### config.mk
export PLATFORM = sky130hd
export DESIGN_NAME = otter_intr_ctrl
export DESIGN_NICKNAME = d
export VERILOG_FILES = /design/src/rtl/otter_intr_pkg.sv /design/src/rtl/intr_sync_edge.sv /design/src/rtl/otter_intr_ctrl.sv
export SDC_FILE = /design/constraint.sdc
export NUM_CORES = 1
export LEC_CHECK = 0
export CORE_UTILIZATION = 30
export CTS_BUF_LIST = sky130_fd_sc_hd__clkbuf_16
export DETAILED_ROUTE_END_ITERATION = 6
export GPL_TIMING_DRIVEN = 0
export PLACE_DENSITY = 0.56
export SYNTH_ARGS = -nofsm -noshare
export SYNTH_HDL_FRONTEND = slang
export SYNTH_HIERARCHICAL = 1
export SYNTH_SLANG_ARGS = --single-unit
### constraint.sdc
create_clock -name clk -period 3.5 [get_ports clk]
set_clock_uncertainty 0.15 [all_clocks]
set_input_delay 0.525 -clock clk [delete_from_list [all_inputs] [get_ports clk]]
set_output_delay 0.525 -clock clk [all_outputs]
set_load 0.005 [all_outputs]
### src/rtl/otter_intr_pkg.sv
// Shared encodings for the OTTER multi-source interrupt controller.
package otter_intr_pkg;

   typedef enum logic [1:0] {
      ST_IDLE    = 2'd0,
      ST_REQ     = 2'd1,
      ST_SERVICE = 2'd2
   } intr_state_t;

   localparam logic [1:0] REG_ENABLE  = 2'd0;
   localparam logic [1:0] REG_PENDING = 2'd1;
   localparam logic [1:0] REG_EDGE    = 2'd2;
   localparam logic [1:0] REG_CLAIM   = 2'd3;

   localparam int CLAIM_VALID_BIT = 31;

endpackage

### src/rtl/intr_sync_edge.sv
// Per-source synchroniser with one history flop for rising-edge detection.
module intr_sync_edge #(
   parameter int SYNC_STAGES = 2
) (
   input  logic clk,
   input  logic RST,
   input  logic src,
   output logic s,
   output logic rise
);

   logic [SYNC_STAGES-1:0] sync_q;
   logic                   prev_q;

   // Shift the asynchronous line through the synchroniser and keep last sample.
   always_ff @(posedge clk) begin
      if (RST) begin
         sync_q <= '0;
         prev_q <= 1'b0;
      end else begin
         sync_q <= {sync_q[SYNC_STAGES-2:0], src};
         prev_q <= sync_q[SYNC_STAGES-1];
      end
   end

   assign s    = sync_q[SYNC_STAGES-1];
   assign rise = sync_q[SYNC_STAGES-1] & ~prev_q;

endmodule

### src/rtl/otter_intr_ctrl.sv
// Prioritised multi-source interrupt controller feeding the OTTER CU_FSM.
module otter_intr_ctrl
   import otter_intr_pkg::*;
#(
   parameter int NUM_SRC     = 8,
   parameter int SYNC_STAGES = 2,
   parameter int ID_W        = (NUM_SRC > 1) ? $clog2(NUM_SRC) : 1
) (
   input  logic               clk,
   input  logic               RST,
   input  logic [NUM_SRC-1:0] src,
   input  logic               mie,
   input  logic               intr_taken,
   input  logic               mret_exec,
   input  logic               reg_sel,
   input  logic               reg_wr,
   input  logic [1:0]         reg_addr,
   input  logic [31:0]        reg_wdata,
   output logic [31:0]        reg_rdata,
   output logic               intr,
   output logic [ID_W-1:0]    claim_id,
   output logic               claim_valid
);

   logic [NUM_SRC-1:0] s_vec;
   logic [NUM_SRC-1:0] rise_vec;
   logic [NUM_SRC-1:0] pend_q;
   logic [NUM_SRC-1:0] pend_d;
   logic [NUM_SRC-1:0] enable_q;
   logic [NUM_SRC-1:0] edge_q;
   logic [NUM_SRC-1:0] req;
   logic [NUM_SRC-1:0] w1c_mask;
   logic [NUM_SRC-1:0] edge_off_mask;
   logic [NUM_SRC-1:0] mret_mask;
   logic [NUM_SRC-1:0] wdata_src;
   logic [ID_W-1:0]    win_id;
   logic               wr_en;
   intr_state_t        state_q;

   // Upper write-data bits are architecturally ignored.
   logic unused_wdata_bits;
   assign unused_wdata_bits = ^reg_wdata;

   function automatic logic [31:0] zext_src(input logic [NUM_SRC-1:0] v);
      logic [31:0] r;
      r = '0;
      r[NUM_SRC-1:0] = v;
      return r;
   endfunction

   for (genvar g = 0; g < NUM_SRC; g++) begin : g_src
      intr_sync_edge #(
         .SYNC_STAGES(SYNC_STAGES)
      ) u_sync (
         .clk  (clk),
         .RST  (RST),
         .src  (src[g]),
         .s    (s_vec[g]),
         .rise (rise_vec[g])
      );
   end

   assign wr_en     = reg_sel & reg_wr;
   assign wdata_src = reg_wdata[NUM_SRC-1:0];
   assign req       = pend_q & enable_q;

   // Fixed-priority encoder: lowest set request index wins.
   always_comb begin
      win_id = '0;
      for (int i = NUM_SRC - 1; i >= 0; i--) begin
         if (req[i]) win_id = ID_W'(i);
      end
   end

   // Next pending: level sources track s, edge sources latch rises; a rise beats any clear.
   always_comb begin
      w1c_mask      = (wr_en && reg_addr == REG_PENDING) ? wdata_src : '0;
      edge_off_mask = (wr_en && reg_addr == REG_EDGE) ? (edge_q & ~wdata_src) : '0;
      mret_mask     = '0;
      if (state_q == ST_SERVICE && mret_exec && edge_q[claim_id]) mret_mask[claim_id] = 1'b1;
      pend_d = '0;
      for (int i = 0; i < NUM_SRC; i++) begin
         if (edge_q[i])
            pend_d[i] = (pend_q[i] & ~w1c_mask[i] & ~edge_off_mask[i] & ~mret_mask[i]) | rise_vec[i];
         else
            pend_d[i] = s_vec[i];
      end
   end

   // Pending register update.
   always_ff @(posedge clk) begin
      if (RST) pend_q <= '0;
      else     pend_q <= pend_d;
   end

   // Software-writable ENABLE and EDGE registers.
   always_ff @(posedge clk) begin
      if (RST) begin
         enable_q <= '0;
         edge_q   <= '0;
      end else if (wr_en) begin
         if (reg_addr == REG_ENABLE) enable_q <= wdata_src;
         if (reg_addr == REG_EDGE)   edge_q   <= wdata_src;
      end
   end

   // Request/claim FSM with registered outputs to CU_FSM.
   always_ff @(posedge clk) begin
      if (RST) begin
         state_q     <= ST_IDLE;
         intr        <= 1'b0;
         claim_valid <= 1'b0;
         claim_id    <= '0;
      end else begin
         case (state_q)
            ST_IDLE: begin
               if (mie && |req) begin
                  state_q <= ST_REQ;
                  intr    <= 1'b1;
               end
            end
            ST_REQ: begin
               if (intr_taken) begin
                  claim_id    <= win_id;
                  claim_valid <= 1'b1;
                  intr        <= 1'b0;
                  state_q     <= ST_SERVICE;
               end else if (!(|req) || !mie) begin
                  intr    <= 1'b0;
                  state_q <= ST_IDLE;
               end
            end
            ST_SERVICE: begin
               if (mret_exec) begin
                  claim_valid <= 1'b0;
                  state_q     <= ST_IDLE;
               end
            end
            default: begin
               state_q     <= ST_IDLE;
               intr        <= 1'b0;
               claim_valid <= 1'b0;
            end
         endcase
      end
   end

   // Combinational register read mux; zero when not selected.
   always_comb begin
      reg_rdata = '0;
      if (reg_sel) begin
         case (reg_addr)
            REG_ENABLE:  reg_rdata = zext_src(enable_q);
            REG_PENDING: reg_rdata = zext_src(pend_q);
            REG_EDGE:    reg_rdata = zext_src(edge_q);
            default: begin
               reg_rdata[ID_W-1:0]       = claim_id;
               reg_rdata[CLAIM_VALID_BIT] = claim_valid;
            end
         endcase
      end
   end

endmodule

==> metrics.yaml, run 1 <==
outcome:
  status: "finished, final reports clean"
global_routing:
  overflow: 0
  grt_pass1_vias: 2006
  antenna_found_initial: 0
  grt_pass1_wl_mm: 9.97
  grt_max_degree: 30
  track_usage: 0.149
synth:
  synth_edf_count: 0
  yosysMostFrequentCell: "nand2_1"
  synth.top_cell.area_share: 0.432
  synth_cells: 297
  yosysSeqAreaShare: 0.432
  ys_seq_elements: 55
  synth_top_cell_by_area: "dfxtp_1"
  synth_cell_types: 35
  ys_top_cells_by_area: "dfxtp_1, nand2_1, buf_4"
  synthArstFlopShare: 0
  syn_avg_cell_area_um2: 8.59
  ys_top_cells_by_count: "nand2_1, dfxtp_1, nor2b_1"
  yosys_most_used_dff: "dfxtp_1"
  yosys_warnings: 6
  syn_area_um2: 2550
critical_path:
  critPathMaxStageDelay_ps: 600
  reg2reg_depth: 4
  worstPathRequired_ps: 2820
  worstSetupStartpointType: "input pin"
  r2r_start: "state_q[0]$_SDFFE_PP0P_"
  cpLargestDelayFamily: "buffers and inverters"
  crit_buf_inv: 3
  worstPathArrival_ps: 2590
  crit_type: "in2out"
  r2r_slack_ps: 1980
  crit_path_end_kind: "output port"
  r2r_end: "pend_q[2]$_SDFF_PP0_"
  crit_fanout: 10
  cp_common_cell: "clkdlybuf4s50_1"
  cp_slowest_cell: "clkdlybuf4s50_1"
  cp_cell_sequence: "clkdlybuf4s50_1 > buf_2 > nor2b_2 > nand2_1 > o21ai_0 > and2_1 > clkdlybuf4s50_1"
detailed_routing:
  drt_iter0_markers: 112
  drt_first_pass_iters: 4
  ant_nets: 0
  drc: 0
  routed_wl_mm: 6.09
  avgViaCountPerCell: 4.64
  vias: 2176
  wl_per_cell_um: 13.0
sta:
  setup_tns_ps: 0
  setup_slack_ps: 230
  min_period_ps: 3270
  tightestPinTransition_ps: 1070
  fin_crit_sh: 0.934
  hold_viol: 0
  maxSlewHeadroom: 0.287
  grt_setup_unrepaired: "false"
  drv_slew: 0
  fmax_mhz: 306
  setup_violations: 0
floorplan:
  rows: 33
  die_h_um: 94.2
  start_util: 0.310
  chipWidth_um: 94.2
  die-area_um2: 8880
  coreArea_um2: 8220
  ios: 86
clock_tree:
  root_buffer: "clkbuf_16"
  cts_tree: "done"
  path_clk_slew_ps: 70
  cts_inserted_buffers: 5
  holdBufCountCts: 0
  clk_latency_ps: 290
  h-tree-depth: 2
  cts_max_path_buffers: 2
  cts.sink_count: 55
placement:
  globalplace.congestion: 0.851
  io_buffer_count: 38
  hpwl_mm: 4.38
  pre_cts_ws_ps: 127
  numPlacedInstances: 462
final_layout:
  syn_to_final_growth_pct: 28.8
  multiInputGateArea_um2: 1280
  fin_cells: 469
  regArea_um2: 1100
  n_fill_cell: 855
  drive_above_1_share: 0.143
  finalNetCount: 413
  antenna-diode-count: 0
min_path:
  hold_depth: 1
  min_to: "g_src[2].u_sync/sync_q[1]$_SDFF_PP0_"
  hold_class: "reg2reg"
  min_from: "g_src[2].u_sync/sync_q[0]$_SDFF_PP0_"
power_and_ir_drop:
  p_per_area_nw_per_um2: 386
  max-vdd-ir-drop_uv: 170
  leakage_nw: 1.23
run:
  drv_cap: 0
-- through the flow --
stage / power (mW) / util / area (um2) / hold slack [ps]
after global placement: 0.798 / 0.383 / 3150 / 266
final: 1.27 / 0.400 / 3290 / 286
after detailed placement: 0.799 / 0.383 / 3150 / 271
after global routing: 1.32 / 0.400 / 3290 / 301
after floorplan: 0.739 / - / 2630 / 264
after CTS: 1.28 / 0.400 / 3280 / 289
-- metal layers --
metal / track usage / share of wire / vias to the layer above
li1: - / - / 1100
met1: 0.203 / 0.46 / 985
met2: 0.226 / 0.45 / 83
met3: 0.0356 / 0.079 / 8
met4: 0.0551 / 0.014 / 0
met5: 0 / 0 / -
-- flip-flops by register name, summed over array words and instances (netlist names) --
signal	cells
pend_q	8
claim_id	3
claim_valid	1
state_q	2
g_src.u_sync/prev_q	8
g_src.u_sync/sync_q	16
enable_q	8
edge_q	8
intr	1
-- repair_timing --
item / in CTS / in global routing
setup buffers: 0 / 0
resized for setup: 0 / 1
setup endpoints to repair: 0 / 5
-- worst reg2reg max path, cell delays in order, from the launching register on --
cell       delay, ps
dfxtp_1          470
and4bb_2         320
nand2_1          100
o2111ai_1        120
a311oi_1         260
-- area by class of cell --
type	count	area share
clock buffer	5	0.0381
clock inverter	2	0.00419
multi-input combinational	222	0.390
sequential	55	0.335
timing repair buffer	38	0.116
inverter	10	0.0114
tap	105	0.0400
buffer	32	0.0655
-- cells in the final DEF (no fill, tap or decap), types with 2 or more instances in the layout --
cell | Yosys | routed
a311oi_1 | 8 | 8
nor2b_1 | 27 | 26
a31oi_1 | 2 | 2
and4b_1 | 2 | 2
buf_2 | 3 | 3
a22oi_1 | 4 | 4
buf_4 | 24 | 24
a32o_1 | 2 | 2
nand4_1 | 2 | 2
clkbuf_16 | 0 | 5
inv_1 | 10 | 10
dfxtp_1 | 55 | 55
nor2_1 | 14 | 14
a21oi_1 | 23 | 23
o21ai_0 | 7 | 7
mux4_2 | 3 | 3
o2111ai_1 | 8 | 8
conb_1 | 1 | 23
nor2b_2 | 8 | 9
clkdlybuf4s50_1 | 0 | 38
clkbuf_1 | 4 | 4
nand3_1 | 3 | 3
mux2i_1 | 5 | 5
and2_1 | 8 | 8
nand2_1 | 62 | 62
-- power by group --
group / switching, mW / internal [mW] / leakage, nW
clock network: 0.222 / 0.262 / 0.0696
logic: 0.0589 / 0.0693 / 0.712
registers: 0.0126 / 0.644 / 0.449
-- logic make-up (layout without fill, tap and decap cells) --
kind of cell           Yosys count  after routing  share of synthesized area
flip-flops                      55             55                      0.432
multiplexers                     8              8                     0.0461
buffers and inverters           42             87                     0.0991
AND/OR/NAND/NOR                135            135                      0.278
other                            1             23                    0.00147
AO/OA/AOI/OAI                   56             56                      0.144
-- worst max path at each step --
stage	start	to	slack, ps	cells past startpoint
2_1_floorplan	reg_addr[0]	reg_rdata[2]	1470	3
3_3_place_gp	reg_addr[0]	reg_rdata[3]	120	7
3_5_place_dp	reg_addr[0]	reg_rdata[5]	130	7
4_1_cts	reg_addr[0]	reg_rdata[3]	120	7
5_1_grt	reg_addr[0]	reg_rdata[4]	10	7
6_report	reg_addr[0]	reg_rdata[4]	230	7
(Power assumes the default switching activity.)
==> inputs of run 2 (changes only) <==
--- a/config.mk
+++ b/config.mk
@@ -7,10 +7,11 @@
 export LEC_CHECK = 0
 export CORE_UTILIZATION = 30
 export CTS_BUF_LIST = sky130_fd_sc_hd__clkbuf_16
+export CTS_CLUSTER_SIZE = 25
 export DETAILED_ROUTE_END_ITERATION = 6
 export GPL_TIMING_DRIVEN = 0
 export PLACE_DENSITY = 0.56
+export SKIP_LAST_GASP = 1
 export SYNTH_ARGS = -nofsm -noshare
 export SYNTH_HDL_FRONTEND = slang
-export SYNTH_HIERARCHICAL = 1
 export SYNTH_SLANG_ARGS = --single-unit
==> metrics.yaml, run 2 <==
power_and_ir_drop:
  combPwrFrac: 0.094  # was 0.101
  p_per_area_nw_per_um2: 386  # about the same
  sw_frac_of_total: 0.216  # was 0.231
  p_int_mw: 0.964  # was 0.975 mW
  leakage_nw: 1.19  # was 1.23 nW
  netSwitchingPower_mw: 0.266  # was 0.293 mW
  max-vdd-ir-drop_uv: 187  # was 170 uV
  clockPowerShare: 0.375  # was 0.381
  seqPwrFrac: 0.531  # was 0.518
final_layout:
  syn_to_final_growth_pct: 28.9  # was 28.8%
  drive_above_1_share: 0.109  # was 0.143
  design_area_um2: 3190  # was 3290 um2
  most-common-layout-cells: "nand2_1, dfxtp_1, clkdlybuf4s50_1"  # unchanged
  mostFrequentLayoutCell: "nand2_1"  # unchanged
  regMostFlops: "g_src.u_sync.sync_q"  # was g_src.u_sync/sync_q
  largest_reg_flops: 16  # unchanged
  fin_cells: 460  # was 469
  regArea_um2: 1100  # unchanged
  multiInputGateArea_um2: 1210  # was 1280 um2
  final_util: 0.406  # was 0.400
  n_fill_cell: 829  # was 855
  finalNetCount: 407  # was 413
  antenna-diode-count: 0  # unchanged
clock_tree:
  holdBufCountCts: 0  # unchanged
  cts.sink_count: 55  # unchanged
  path_clk_slew_ps: 60  # was 70 ps
  cts_resized: 0  # unchanged
  root_buffer: "clkbuf_16"  # unchanged
  cts_max_path_buffers: 2  # unchanged
  post_cts_buffers: 0  # unchanged
  cts_tree: "done"  # unchanged
  cts_inserted_buffers: 5  # unchanged
  clk_latency_ps: 290  # about the same
  h-tree-depth: 2  # unchanged
critical_path:
  cp_cell_sequence: "clkdlybuf4s50_1 > buf_6 > mux4_2 > and2_1 > clkdlybuf4s50_1"  # was clkdlybuf4s50_1 > buf_2 > nor2b_2 > nand2_1 > o21ai_0 > and2_1 > clkdlybuf4s50_1
  critPathMaxStageDelay_ps: 570  # was 600 ps
  crit_type: "in2out"  # unchanged
  crit_path_end_kind: "output port"  # unchanged
  cp_slowest_cell: "clkdlybuf4s50_1"  # unchanged
  cp_common_cell: "clkdlybuf4s50_1"  # unchanged
  worstSetupStartpointType: "input pin"  # unchanged
  worstPathRequired_ps: 2820  # about the same
  reg2reg_depth: 4  # unchanged
  worstPathArrival_ps: 2350  # was 2590 ps
  crit_fanout: 10  # unchanged
synth:
  yosys_most_used_dff: "dfxtp_1"  # unchanged
  yosysMostFrequentCell: "nand2_1"  # unchanged
  ys_seq_elements: 55  # unchanged
  synth.top_cell.area_share: 0.445  # was 0.432
  synth_cell_types: 38  # was 35
  syn_area_um2: 2470  # was 2550 um2
  synth_edf_count: 0  # unchanged
  ys_top_cells_by_area: "dfxtp_1, nand2_1, buf_4"  # unchanged
  syn_avg_cell_area_um2: 8.47  # was 8.59 um2
  yosysSeqAreaShare: 0.445  # was 0.432
  synthArstFlopShare: 0  # unchanged
  synth_cells: 292  # was 297
  yosys_warnings: 0  # was 6
  ys_top_cells_by_count: "nand2_1, dfxtp_1, nor2b_1"  # unchanged
  synth_top_cell_by_area: "dfxtp_1"  # unchanged
sta:
  min_period_ps: 3030  # was 3270 ps
  drv_slew: 0  # unchanged
  setup_violations: 0  # unchanged
  hold_viol: 0  # unchanged
  fin_crit_sh: 0.866  # was 0.934
  maxSlewHeadroom: 0.409  # was 0.287
  setup_tns_ps: 0  # unchanged
  tightestPinTransition_ps: 880  # was 1070 ps
  grt_setup_unrepaired: "false"  # unchanged
  setup_slack_ps: 471  # was 230 ps
  fmax_mhz: 330  # was 306 MHz
detailed_routing:
  vias: 2022  # was 2176
  wl_per_cell_um: 12.1  # was 13.0 um
  ant_nets: 0  # unchanged
  routed_wl_mm: 5.57  # was 6.09 mm
  drc: 0  # unchanged
  drt_first_pass_iters: 4  # unchanged
  avgViaCountPerCell: 4.40  # was 4.64
  drt_iter0_markers: 133  # was 112
floorplan:
  ios: 86  # unchanged
  rows: 32  # was 33
  die_h_um: 92.8  # was 94.2 um
  start_util: 0.315  # was 0.310
  die-area_um2: 8610  # was 8880 um2
  coreArea_um2: 7850  # was 8220 um2
  chipWidth_um: 92.8  # was 94.2 um
placement:
  pre_cts_ws_ps: 455  # was 127 ps
  io_buffer_count: 37  # was 38
  dpl-instance-area_um2: 3050  # was 3150 um2
  numPlacedInstances: 453  # was 462
  globalplace.congestion: 0.805  # was 0.851
  hpwl_mm: 4.32  # was 4.38 mm
outcome:
  status: "finished, final reports clean"  # unchanged
global_routing:
  antenna_found_initial: 0  # unchanged
  grt_pass1_vias: 1816  # was 2006
  grt_max_degree: 16  # was 30
  track_usage: 0.137  # was 0.149
  grt_pass1_wl_mm: 9.12  # was 9.97 mm
  overflow: 0  # unchanged
run:
  drv_cap: 0  # unchanged
min_path:
  hold_class: "reg2reg"  # unchanged
  hold_depth: 1  # unchanged
==> run 2: cell count changes in the layout (fill, tap and decap cells not counted), sizes merged, moves of 6 or more <==
cell     previous run  this run
nand2              62        73
o22ai               1         7
a311oi              8         0
nor2b              35        25
o21ai               7        15
a211o               0         8
nor2               14         5
o2111ai             8         0
inv                10         2
==> run 2: area by class of cell <==
class / instances / area share
Buffer: 35 / 0.0730
Clock buffer: 5 / 0.0392
Clock inverter: 2 / 0.00275
Inverter: 2 / 0.00235
Multi-Input combinational cell: 222 / 0.381
Sequential cell: 55 / 0.345
Tap cell: 102 / 0.0400
Timing Repair Buffer: 37 / 0.116
==> run 2: worst max-delay path: cells and delay by family <==
family | cells | cell delay [ps]
buffers and inverters | 3 | 1170
muxes | 1 | 490
and+or+nand+nor | 1 | 160
==> run 2: final timing paths <==
check	from	end	slack [ps]
min reg2reg	g_src[4].u_sync.sync_q[0]$_SDFF_PP0_	g_src[4].u_sync.sync_q[1]$_SDFF_PP0_	280
max reg2reg	pend_q[7]$_SDFF_PP0_	intr$_SDFFE_PP0P_	1990
min	g_src[4].u_sync.sync_q[0]$_SDFF_PP0_	g_src[4].u_sync.sync_q[1]$_SDFF_PP0_	280
max	reg_addr[0]	reg_rdata[1]	470
==> run 2: routing by layer <==
layer,global-route usage,vias to the layer above,wire length (um)
li1,-,1082,-
met1,0.182,878,2660
met2,0.221,60,2540
met3,0.0255,2,322
met4,0.0462,0,46
met5,0,-,0
==> run 2: cells by family (layout without fill, tap and decap cells) <==
| kind of cell | count (synthesis) | after routing | share of synthesized area |
|---|---|---|---|
| flip-flops | 55 | 55 | 0.445 |
| other | 1 | 23 | 0.00152 |
| AO/OA/AOI/OAI | 64 | 64 | 0.159 |
| AND/OR/NAND/NOR | 127 | 127 | 0.250 |
| buffers and inverters | 37 | 81 | 0.0971 |
| multiplexers | 8 | 8 | 0.0475 |
==> run 2: through the flow <==
stage               hold slack [ps]  power [mW]
floorplan                       264       0.733
global placement                266       0.781
detailed placement              274       0.782
CTS                             289        1.25
global route                    300        1.29
finish                          285        1.23
==> run 2: power groups by stage <==
stage | Clock [mW] | Combinational (mW) | Sequential, mW
after floorplan | 0 | 0.0685 | 0.664
after global routing | 0.502 | 0.129 | 0.655
final | 0.462 | 0.115 | 0.653
after global placement | 0 | 0.115 | 0.667
after CTS | 0.479 | 0.116 | 0.653
after detailed placement | 0 | 0.115 | 0.667
==> inputs of run 3 (changes only) <==
--- a/config.mk
+++ b/config.mk
@@ -5,6 +5,7 @@
 export SDC_FILE = /design/constraint.sdc
 export NUM_CORES = 1
 export LEC_CHECK = 0
+export CAP_MARGIN = 15
 export CORE_UTILIZATION = 30
 export CTS_BUF_LIST = sky130_fd_sc_hd__clkbuf_16
 export CTS_CLUSTER_SIZE = 25
==> results of run 3 <==
Same layout as run 2: the final DEF is identical, and so are final timing and power.
